--- src/rtl/keypad_pkg.sv ---
`default_nettype none
// ============================================================================
// Module   : keypad_pkg
// Brief    : Scanner FSM state encoding and index/code width helpers.
// Revision : 1.0
// ============================================================================
package keypad_pkg;

    typedef enum logic [2:0] {
        ST_IDLE     = 3'd0,
        ST_SCAN     = 3'd1,
        ST_DEBOUNCE = 3'd2,
        ST_EMIT     = 3'd3,
        ST_HOLD     = 3'd4,
        ST_REL_DB   = 3'd5,
        ST_EMIT_REL = 3'd6
    } kstate_e;

    function automatic int idx_width(input int n);
        return (n > 1) ? $clog2(n) : 1;
    endfunction

    function automatic int code_width(input int rows, input int cols);
        return idx_width(rows * cols);
    endfunction

endpackage
`default_nettype wire

--- src/rtl/key_sync.sv ---
`default_nettype none
// ============================================================================
// Module   : key_sync
// Brief    : Two-flop synchroniser for asynchronous row sense lines.
// Revision : 1.0
// ============================================================================
module key_sync #(
    parameter int WIDTH = 1
) (
    input  logic             clk,
    input  logic             rst_n,
    input  logic [WIDTH-1:0] async_i,
    output logic [WIDTH-1:0] sync_o
);

    logic [WIDTH-1:0] meta_q;
    logic [WIDTH-1:0] sync_q;

    always_ff @(posedge clk) begin
        if (!rst_n) begin
            meta_q <= '0;
            sync_q <= '0;
        end else begin
            meta_q <= async_i;
            sync_q <= meta_q;
        end
    end

    assign sync_o = sync_q;

endmodule
`default_nettype wire

--- src/rtl/matrix_key_scanner.sv ---
`default_nettype none
// ============================================================================
// Module   : matrix_key_scanner
// Brief    : Column-scanned key matrix with debounce and valid/ready events.
//            Define KEY_RELEASE_EVENT_EN to also report key releases.
// Revision : 1.0
// ============================================================================
module matrix_key_scanner
    import keypad_pkg::*;
#(
    parameter int ROWS            = 3,
    parameter int COLS            = 3,
    parameter int SCAN_DWELL      = 3,
    parameter int DEBOUNCE_CYCLES = 4
) (
    input  logic                                clk,
    input  logic                                rst_n,
    input  logic [ROWS-1:0]                     row_in,
    output logic [COLS-1:0]                     col_drive,
    output logic                                key_valid,
    input  logic                                key_ready,
    output logic [code_width(ROWS, COLS)-1:0]   key_code,
    output logic                                key_release
);

    localparam int CODE_W = code_width(ROWS, COLS);
    localparam int ROW_W  = idx_width(ROWS);
    localparam int COL_W  = idx_width(COLS);
    localparam int DW_W   = idx_width(SCAN_DWELL);

    localparam logic [DW_W-1:0]  DWELL_LAST = DW_W'(SCAN_DWELL - 1);
    localparam logic [COL_W-1:0] COL_LAST   = COL_W'(COLS - 1);
    localparam logic [7:0]       DB_LAST    = 8'(DEBOUNCE_CYCLES - 1);

    kstate_e             state_q, state_d;
    logic [COL_W-1:0]    col_q, col_d;
    logic [ROW_W-1:0]    row_q, row_d;
    logic [CODE_W-1:0]   code_q, code_d;
    logic [DW_W-1:0]     dwell_q, dwell_d;
    logic [7:0]          db_q, db_d;
    logic [ROWS-1:0]     rs;
    logic [ROW_W-1:0]    first_row;

    key_sync #(
        .WIDTH   (ROWS)
    ) u_sync (
        .clk     (clk),
        .rst_n   (rst_n),
        .async_i (row_in),
        .sync_o  (rs)
    );

    // Lowest-numbered active row wins when several rows respond together.
    always_comb begin
        first_row = '0;
        for (int r = ROWS - 1; r >= 0; r--) begin
            if (rs[r]) first_row = ROW_W'(r);
        end
    end

    always_ff @(posedge clk) begin
        if (!rst_n) begin
            state_q <= ST_IDLE;
            col_q   <= '0;
            row_q   <= '0;
            code_q  <= '0;
            dwell_q <= '0;
            db_q    <= '0;
        end else begin
            state_q <= state_d;
            col_q   <= col_d;
            row_q   <= row_d;
            code_q  <= code_d;
            dwell_q <= dwell_d;
            db_q    <= db_d;
        end
    end

    always_comb begin
        state_d = state_q;
        col_d   = col_q;
        row_d   = row_q;
        code_d  = code_q;
        dwell_d = dwell_q;
        db_d    = db_q;
        unique case (state_q)
            ST_IDLE: begin
                col_d   = '0;
                dwell_d = '0;
                db_d    = '0;
                if (rs != '0) state_d = ST_SCAN;
            end
            ST_SCAN: begin
                // Sample only in the last dwell cycle so the synchroniser has caught up.
                if (dwell_q == DWELL_LAST) begin
                    dwell_d = '0;
                    if (rs != '0) begin
                        row_d   = first_row;
                        code_d  = CODE_W'(int'(first_row) * COLS + int'(col_q));
                        db_d    = '0;
                        state_d = ST_DEBOUNCE;
                    end else if (col_q == COL_LAST) begin
                        state_d = ST_IDLE;
                    end else begin
                        col_d = col_q + 1'b1;
                    end
                end else begin
                    dwell_d = dwell_q + 1'b1;
                end
            end
            ST_DEBOUNCE: begin
                if (rs[row_q]) begin
                    if (db_q == DB_LAST) begin
                        db_d    = '0;
                        state_d = ST_EMIT;
                    end else begin
                        db_d = db_q + 8'd1;
                    end
                end else begin
                    db_d    = '0;
                    state_d = ST_IDLE;
                end
            end
            ST_EMIT: begin
                if (key_ready) state_d = ST_HOLD;
            end
            ST_HOLD: begin
                db_d = '0;
                if (!rs[row_q]) state_d = ST_REL_DB;
            end
            ST_REL_DB: begin
                if (!rs[row_q]) begin
                    if (db_q == DB_LAST) begin
                        db_d = '0;
`ifdef KEY_RELEASE_EVENT_EN
                        state_d = ST_EMIT_REL;
`else
                        state_d = ST_IDLE;
`endif
                    end else begin
                        db_d = db_q + 8'd1;
                    end
                end else begin
                    db_d    = '0;
                    state_d = ST_HOLD;
                end
            end
            ST_EMIT_REL: begin
`ifdef KEY_RELEASE_EVENT_EN
                if (key_ready) state_d = ST_IDLE;
`else
                state_d = ST_IDLE;
`endif
            end
            default: state_d = ST_IDLE;
        endcase
    end

    always_comb begin
        for (int c = 0; c < COLS; c++) begin
            col_drive[c] = (state_q == ST_IDLE) ? 1'b1 : (col_q == COL_W'(c));
        end
        key_code = code_q;
`ifdef KEY_RELEASE_EVENT_EN
        key_valid   = (state_q == ST_EMIT) || (state_q == ST_EMIT_REL);
        key_release = (state_q == ST_EMIT_REL);
`else
        key_valid   = (state_q == ST_EMIT);
        key_release = 1'b0;
`endif
    end

endmodule
`default_nettype wire

--- config.mk ---
export PLATFORM = sky130hd
export DESIGN_NAME = matrix_key_scanner
export DESIGN_NICKNAME = d
export VERILOG_FILES = /design/src/rtl/keypad_pkg.sv /design/src/rtl/key_sync.sv /design/src/rtl/matrix_key_scanner.sv
export SDC_FILE = /design/constraint.sdc
export NUM_CORES = 1
export LEC_CHECK = 0
export CAP_MARGIN = 5
export CELL_PAD_IN_SITES_DETAIL_PLACEMENT = 1
export CELL_PAD_IN_SITES_GLOBAL_PLACEMENT = 2
export CORE_UTILIZATION = 30
export DETAILED_ROUTE_END_ITERATION = 8
export HOLD_SLACK_MARGIN = 0.12
export PLACE_DENSITY = 0.77
export SYNTH_ARGS = -nofsm -noshare
export SYNTH_HDL_FRONTEND = slang
export SYNTH_SLANG_ARGS = --single-unit
export TNS_END_PERCENT = 1
--- constraint.sdc ---
create_clock -name clk -period 5.5 [get_ports clk]
set_clock_uncertainty 0.15 [all_clocks]
set_input_delay 0.825 -clock clk [delete_from_list [all_inputs] [get_ports clk]]
set_output_delay 0.825 -clock clk [all_outputs]
set_load 0.02 [all_outputs]
# [After elaboration in Yosys (flattened, before gate mapping)]
# Index checks and enable logic that the tools add are counted.
[totals] ff_bits=27 wordCells=74 in_bits=6 output_inout_bits=9
[op_classes] n_mux=31 eq_ne=19 magnitude_cmp=1 n_mul=1 n_reduce_logical=10 n_addsub=4
[ops] operator="two-way mux 8 bit" n=5
[ops] operator="one-hot mux 8 bit (4 select lines)" n=1
[ops] operator="two-way mux 3 bit" n=10
[ops] operator="one-hot mux 3 bit (6 select lines)" n=1
[ops] operator="two-way mux 2 bit" n=7
[ops] operator="inequality test 2 bit, second input constant" n=6
[ops] operator="inequality test 3 bit, second input constant" n=3
[ops] operator="adder 8 x 1 -> 8 bit, second input constant" n=1
[ops] operator="== test 8 x 2 -> 1 bit, second input constant" n=1
[ops] operator="one-hot mux 2 bit (2 select lines)" n=2
[ops] operator="AND reduction 7 bit" n=1
[ops] operator="== test 3 x 2 -> 1 bit, second input constant" n=2
[ops] operator="== test 3 bit, second input constant" n=2
[ops] operator="AND reduction 3 bit" n=2
[ops] operator="adder 2 x 1 -> 2 bit, second input constant" n=2
[ops] operator="adder 4 x 2 -> 4 bit" n=1
[ops] operator="== test 2 bit, second input constant" n=2
[ops] operator="multiplier 2 x 2 -> 4 bit, second input constant" n=1
[ops] operator="two-way mux 1 bit" n=4
[ops] operator="AND reduction 4 bit" n=1
[ops] operator="nonzero test 4 bit" n=1
[ops] operator="== test 3 x 1 -> 1 bit, second input constant" n=1
[ops] operator="zero test 3 bit" n=1
[ops] operator="less-than comparator 2 x 3 -> 1 bit, second input constant" n=1
[ops] operator="7 further kinds" n=7

# [Logic depth before layout (Yosys ltp)]
[logic_depth] word_depth=5 mapped_depth=8 depth_no_buf=8

# [Modules after synthesis]
# Synthesis repeated with hierarchy kept, for this count alone.
[unflattened] hier_cells=171 hier_area_um2=1481.4
[by_module_without_submodules] module="matrix_key_scanner" area_each_um2=1323.8 cells_per_inst=159 seq_area_each_um2=420.4 instances=1
[by_module_without_submodules] module="key_sync" area_each_um2=157.7 cells_per_inst=12 seq_area_each_um2=120.1 instances=1

# [Worst setup path before layout]
# No wires, ideal clock.
[synth_path] path_type="register -> register" startpoint="reg u_sync.sync_q[0], in the netlist u_sync.sync_o[0]" endpoint="reg code_q[2], in the netlist key_code[2]" required_ns=5.264 t_arrival_ns=1.867 period_less_slack_ns=2.103 setup_time_ns=0.086 n_path_buf=0 path_stages_with_launch=9 slack_ns=3.397 cell_sequence="dfxtp_1 -> nor2_1 -> nand2_1 -> inv_1 -> fa_1 -> ha_1 -> inv_1 -> fa_1 -> a211oi_1"
[synth_via] elab_chain_len=3 elab_cells_between_ends=5 classes_between="add/sub: 1; mul: 1; mux: 1; reduce/logical: 2"
[synth_lines] element="start: declaration" line="key_sync.sv:17" rtl="logic [WIDTH-1:0] sync_q;"
[synth_lines] element="start signal: assignment" line="key_sync.sv:25" rtl="sync_q <= meta_q;"
[synth_lines] element="two-way mux 2 bit" line="matrix_key_scanner.sv:57" rtl="if (rs[r]) first_row = ROW_W'(r);"
[synth_lines] element="via first_row[1]" line="matrix_key_scanner.sv:42" rtl="logic [ROW_W-1:0] first_row;"
[synth_lines] element="multiplier 2 x 2 -> 4 bit" line="matrix_key_scanner.sv:99" rtl="code_d = CODE_W'(int'(first_row) * COLS + int'(col_q));"
[synth_lines] element="adder 4 x 2 -> 4 bit" line="matrix_key_scanner.sv:99"
[synth_lines] element="end signal: assignment" line="matrix_key_scanner.sv:73" rtl="code_q <= code_d;"
[synth_lines] element="end: declaration" line="matrix_key_scanner.sv:38" rtl="logic [CODE_W-1:0] code_q, code_d;"
# The timed path passes the listed nets, and every way through them passes these cells.
# A chain may end at the register's enable or synchronous reset.

# [Worst setup path in the final report]
[layout_path] startpoint="reg state_q[1]" endpoint="out col_drive[0]"
[layout_via] elab_chain_len=2
[layout_lines] element="start: declaration" line="matrix_key_scanner.sv:35" rtl="kstate_e state_q, state_d;"
[layout_lines] element="start signal: assignment" line="matrix_key_scanner.sv:70" rtl="state_q <= state_d;"
[layout_lines] element="zero test 3 bit" line="matrix_key_scanner.sv:161" rtl="col_drive[c] = (state_q == ST_IDLE) ? 1'b1 : (col_q == COL_W'(c));"
[layout_lines] element="two-way mux 1 bit" line="matrix_key_scanner.sv:161"
[layout_lines] element="end: declaration" line="matrix_key_scanner.sv:19" rtl="output logic [COLS-1:0] col_drive,"
# No other way between the ends.

==> impl_summary.md <==
Status
The run finished with clean final reports.

Yosys
A synthesized cell averages 8.74 um2. The most used flip-flop cell after synthesis is sky130_fd_sc_hd__dfxtp_1. The total number of yosys warnings is 0. After synthesis, the largest family of logic cells by area is simple AND/OR/NAND/NOR gates.

Of the synthesized area, sequential elements account for 0.362. The area fraction in compound gates after synthesis is 0.175. Synthesis inferred 27 register bits. Of the post-synthesis cell area, the part taken by muxes is 0.0536. The post-synthesis async set-or-reset flop share is 0.

The xor and xnor area share after synthesis is 0.00586. The number of synthesized flops with an enable pin is 0. The synthesized design spends more area on one cell type than any other, namely sky130_fd_sc_hd__dfxtp_1. After synthesis, the cell types taking the most area are sky130_fd_sc_hd__dfxtp_1, sky130_fd_sc_hd__mux2i_1, sky130_fd_sc_hd__ha_1. The fraction of the mapped netlist area in simple logic gates is 0.273. The commonest cells after synthesis are sky130_fd_sc_hd__dfxtp_1, sky130_fd_sc_hd__nand2_1, sky130_fd_sc_hd__nor2_1.

The post-synthesis share of cell area spent on full adders, half adders and majority gates is 0.0770. The leading cell type by number of instances after synthesis is sky130_fd_sc_hd__dfxtp_1. The share of synthesized area in the top cell type comes to 0.362. The synthesized netlist occupies a cell area of 1500 um2.

After technology mapping, the gate count stands at 171. When the netlist entered floorplanning its net count stood at 185. The number of different library cells used by synthesis comes to 50.

Global route
In the global route stage, overall resource usage came out at 0.139. The number of antenna violations at the first check in global routing is 0. Global routing finished with a remaining overflow of 0. The largest net degree at the start of global routing is 21. The number of global-route vias before repair is 1250. The first global-routing pass estimated 5.71 mm of wire.

Floorplan
The overall die area is 5270 um2. The number of cell rows is 25. The floorplan step defined a core boundary enclosing 4750 um2.

For this configuration, the core starts out at a cell density of 0.314. The x dimension of the die is 72.6 um. During I/O placement, the number of pins put on the boundary was 15. The die height is 72.6 um.

Setup path
The reg-to-reg critical path startpoint is u_sync.sync_o[1]. Of all nets on the critical path, the largest fanout is 16. STA classifies the critical path startpoint as a flip-flop. The worst endpoint required time is 4530 ps. Counting cells, the worst reg-to-reg path comes to 6. STA classifies the critical path endpoint as an output port.

The register-to-register setup slack is 3190 ps. The destination of the worst register-to-register timing path is key_code[2]. Data arrives at the worst endpoint at 1890 ps. The critical path in this run is classified as flip-flop to output port.

Placement
The count of port buffers added during placement is 13. The HPWL reported at the end of detailed placement is 2.54 mm. The final RePlAce weighted congestion is 0.728. The instance area after placement is 1670 um2.

Flow run
The number of maximum-capacitance constraint violations is 0.

Timing
The final max-slew violation count is 0. In the finished design, the share of the clock period the worst path needs comes to 0.521. The final-report hold violation count came to 0. The highest achievable clock rate is 349 MHz. Setup repair after global routing left no endpoint under its margin.

Setup violations remaining at the end of the flow were counted as 0. The slew at the pin closest to its max-slew limit is 791 ps. After layout, the minimum clock period comes to 2860 ps. The worst relative slew slack is 0.473. The setup TNS after final layout is 0 ps.

Clocking
The TritonCTS clock tree is yes. The master cell of the clock root buffer is sky130_fd_sc_hd__clkbuf_8. The latest clock arrival within the worst-skew pair is 270 ps.

The number of buffers created by CTS is 3. In this run the number of H-tree levels came out at 1. The maximum clock path buffer count is 2. The count of hold buffers inserted by post-cts repair is 0.

The number of buffers added for setup after CTS is 0. The post-CTS clock slew at the launch and capture registers of the worst setup and hold paths is 90 ps. The number of clock sinks is 27. In this run, post-CTS repair resized a total of 0 instances.

Min path
Counting instances, the worst hold path has a depth of 1. The start point of the worst hold path is u_sync.meta_q[2]. The classification of the worst-slack hold path is flip-flop to flip-flop. The sink of the worst hold path is u_sync.sync_o[2].

Drt
The DRC violations left is 0. Dividing the detail-routed via count by the number of cells gives 4.98. The total number of vias is 1230. The routed design has 3.34 mm of wire. The number of detailed-routing iterations run before antenna repair is 4. Once detail routing completed, the nets flagged for antenna violations numbered 0. The iteration-0 DRC count of the detailed router is 90. Dividing the detail-routed wire length by the instance count gives 13.5 um.

Final layout
The repair_antennas step left the layout with diodes totalling 0. The post-route standard cell area excluding fillers is 1710 um2. The synthesis-to-layout area growth is 14.5%. At the end of the flow, the number of nets in the layout was 195. The share of cells above drive strength 1 is 0.0889.

Power and ir drop
Across the VDD grid, the largest voltage drop is 0.0958 mV. The total power after layout is 0.000372 W. In this run the static leakage power is 0.630 nW. The power per cell area is 217 nW/um2.
[cell families after synthesis]
logic type / Yosys count
AOI/OAI and AO/OA: 33
xor gates and xnor gates: 1
adders and majority gates: 8
buffers and inverters: 17
DFF: 27
muxes: 8
other: 1
and+or+nand+nor: 76
[layout by cell type, fill, tap and decap left out, drive strengths merged, types with 2 or more instances in the layout]
| cell | netlist | routed |
|---|---|---|
| dfxtp | 27 | 27 |
| nand2b | 3 | 3 |
| inv | 8 | 8 |
| mux2i | 8 | 8 |
| nor4 | 2 | 2 |
| nor2b | 2 | 2 |
| a211oi | 3 | 3 |
| clkdlybuf4s50 | 0 | 13 |
| nand3 | 5 | 5 |
| nand3b | 3 | 3 |
| ha | 6 | 6 |
| nor2 | 16 | 16 |
| and2b | 2 | 2 |
| o211ai | 2 | 2 |
| and3 | 2 | 2 |
| nor3 | 5 | 5 |
| nand2 | 19 | 19 |
| clkinv | 1 | 2 |
| o21ai | 4 | 4 |
| a21oi | 6 | 6 |
| and2 | 8 | 8 |
| a22o | 3 | 3 |
| a41o | 3 | 3 |
| nand4 | 2 | 2 |
| clkbuf | 2 | 3 |
| or2 | 5 | 5 |
| o22ai | 2 | 2 |
| o31ai | 2 | 2 |
| fa | 2 | 2 |
[layout make-up]
cell class,instances,area [um2]
multi-input combinational,127,877
clock buffer,3,41.3
clock inverter,1,5.00
inverter,9,33.8
fill,562,3040
sequential,27,541
timing repair buffer,13,130
tap,67,83.8
[report_power, final]
part	internal (W)	switching [W]
Sequential	0.000200	0.00000611
Clock	0.0000508	0.0000635
Combinational	0.0000239	0.0000282
Total	0.000274	0.0000978
[registers in the layout, summed over array words and instances (netlist names)]
| register | count |
|---|---|
| u_sync.meta_q | 3 |
| state_q | 3 |
| key_code | 4 |
| row_q | 2 |
| db_q | 8 |
| col_q | 2 |
| u_sync.sync_o | 3 |
| dwell_q | 2 |
[per-layer routing]
metal | track usage | wire length (um) | up-vias
met5 | 0 | 0 | -
met4 | 0.0392 | 34 | 0
met3 | 0.0262 | 79 | 4
met2 | 0.235 | 1560 | 11
met1 | 0.180 | 1660 | 603
li1 | - | - | 612
[critical path, stage by stage, from the launching register on]
cell and delay [ps]:
sky130_fd_sc_hd__dfxtp_1 640, sky130_fd_sc_hd__nor3_1 140, sky130_fd_sc_hd__or2_2 300, sky130_fd_sc_hd__clkdlybuf4s50_1 540
[worst max-delay path by stage]
stage | from | end | cells past startpoint
final | state_q[1] | col_drive[0] | 3
after global routing | state_q[1] | col_drive[2] | 3
after CTS | state_q[1] | col_drive[0] | 3
after detailed placement | rst_n | db_q[2] | 4
after global placement | rst_n | db_q[2] | 4
after floorplan | u_sync.sync_o[0] | key_code[2] | 8
[per-stage QoR]
| step | std cells | setup slack (ps) | utilization | hold WS (ps) |
|---|---|---|---|---|
| after floorplan | 171 | 3400 | - | 262 |
| after global placement | 243 | 2710 | 0.350 | 274 |
| after detailed placement | 243 | 2550 | 0.350 | 280 |
| after CTS | 247 | 2640 | 0.360 | 305 |
| after global routing | 247 | 2510 | 0.360 | 328 |
| final | 247 | 2640 | 0.360 | 305 |
Power figures use the tool's default switching activity.
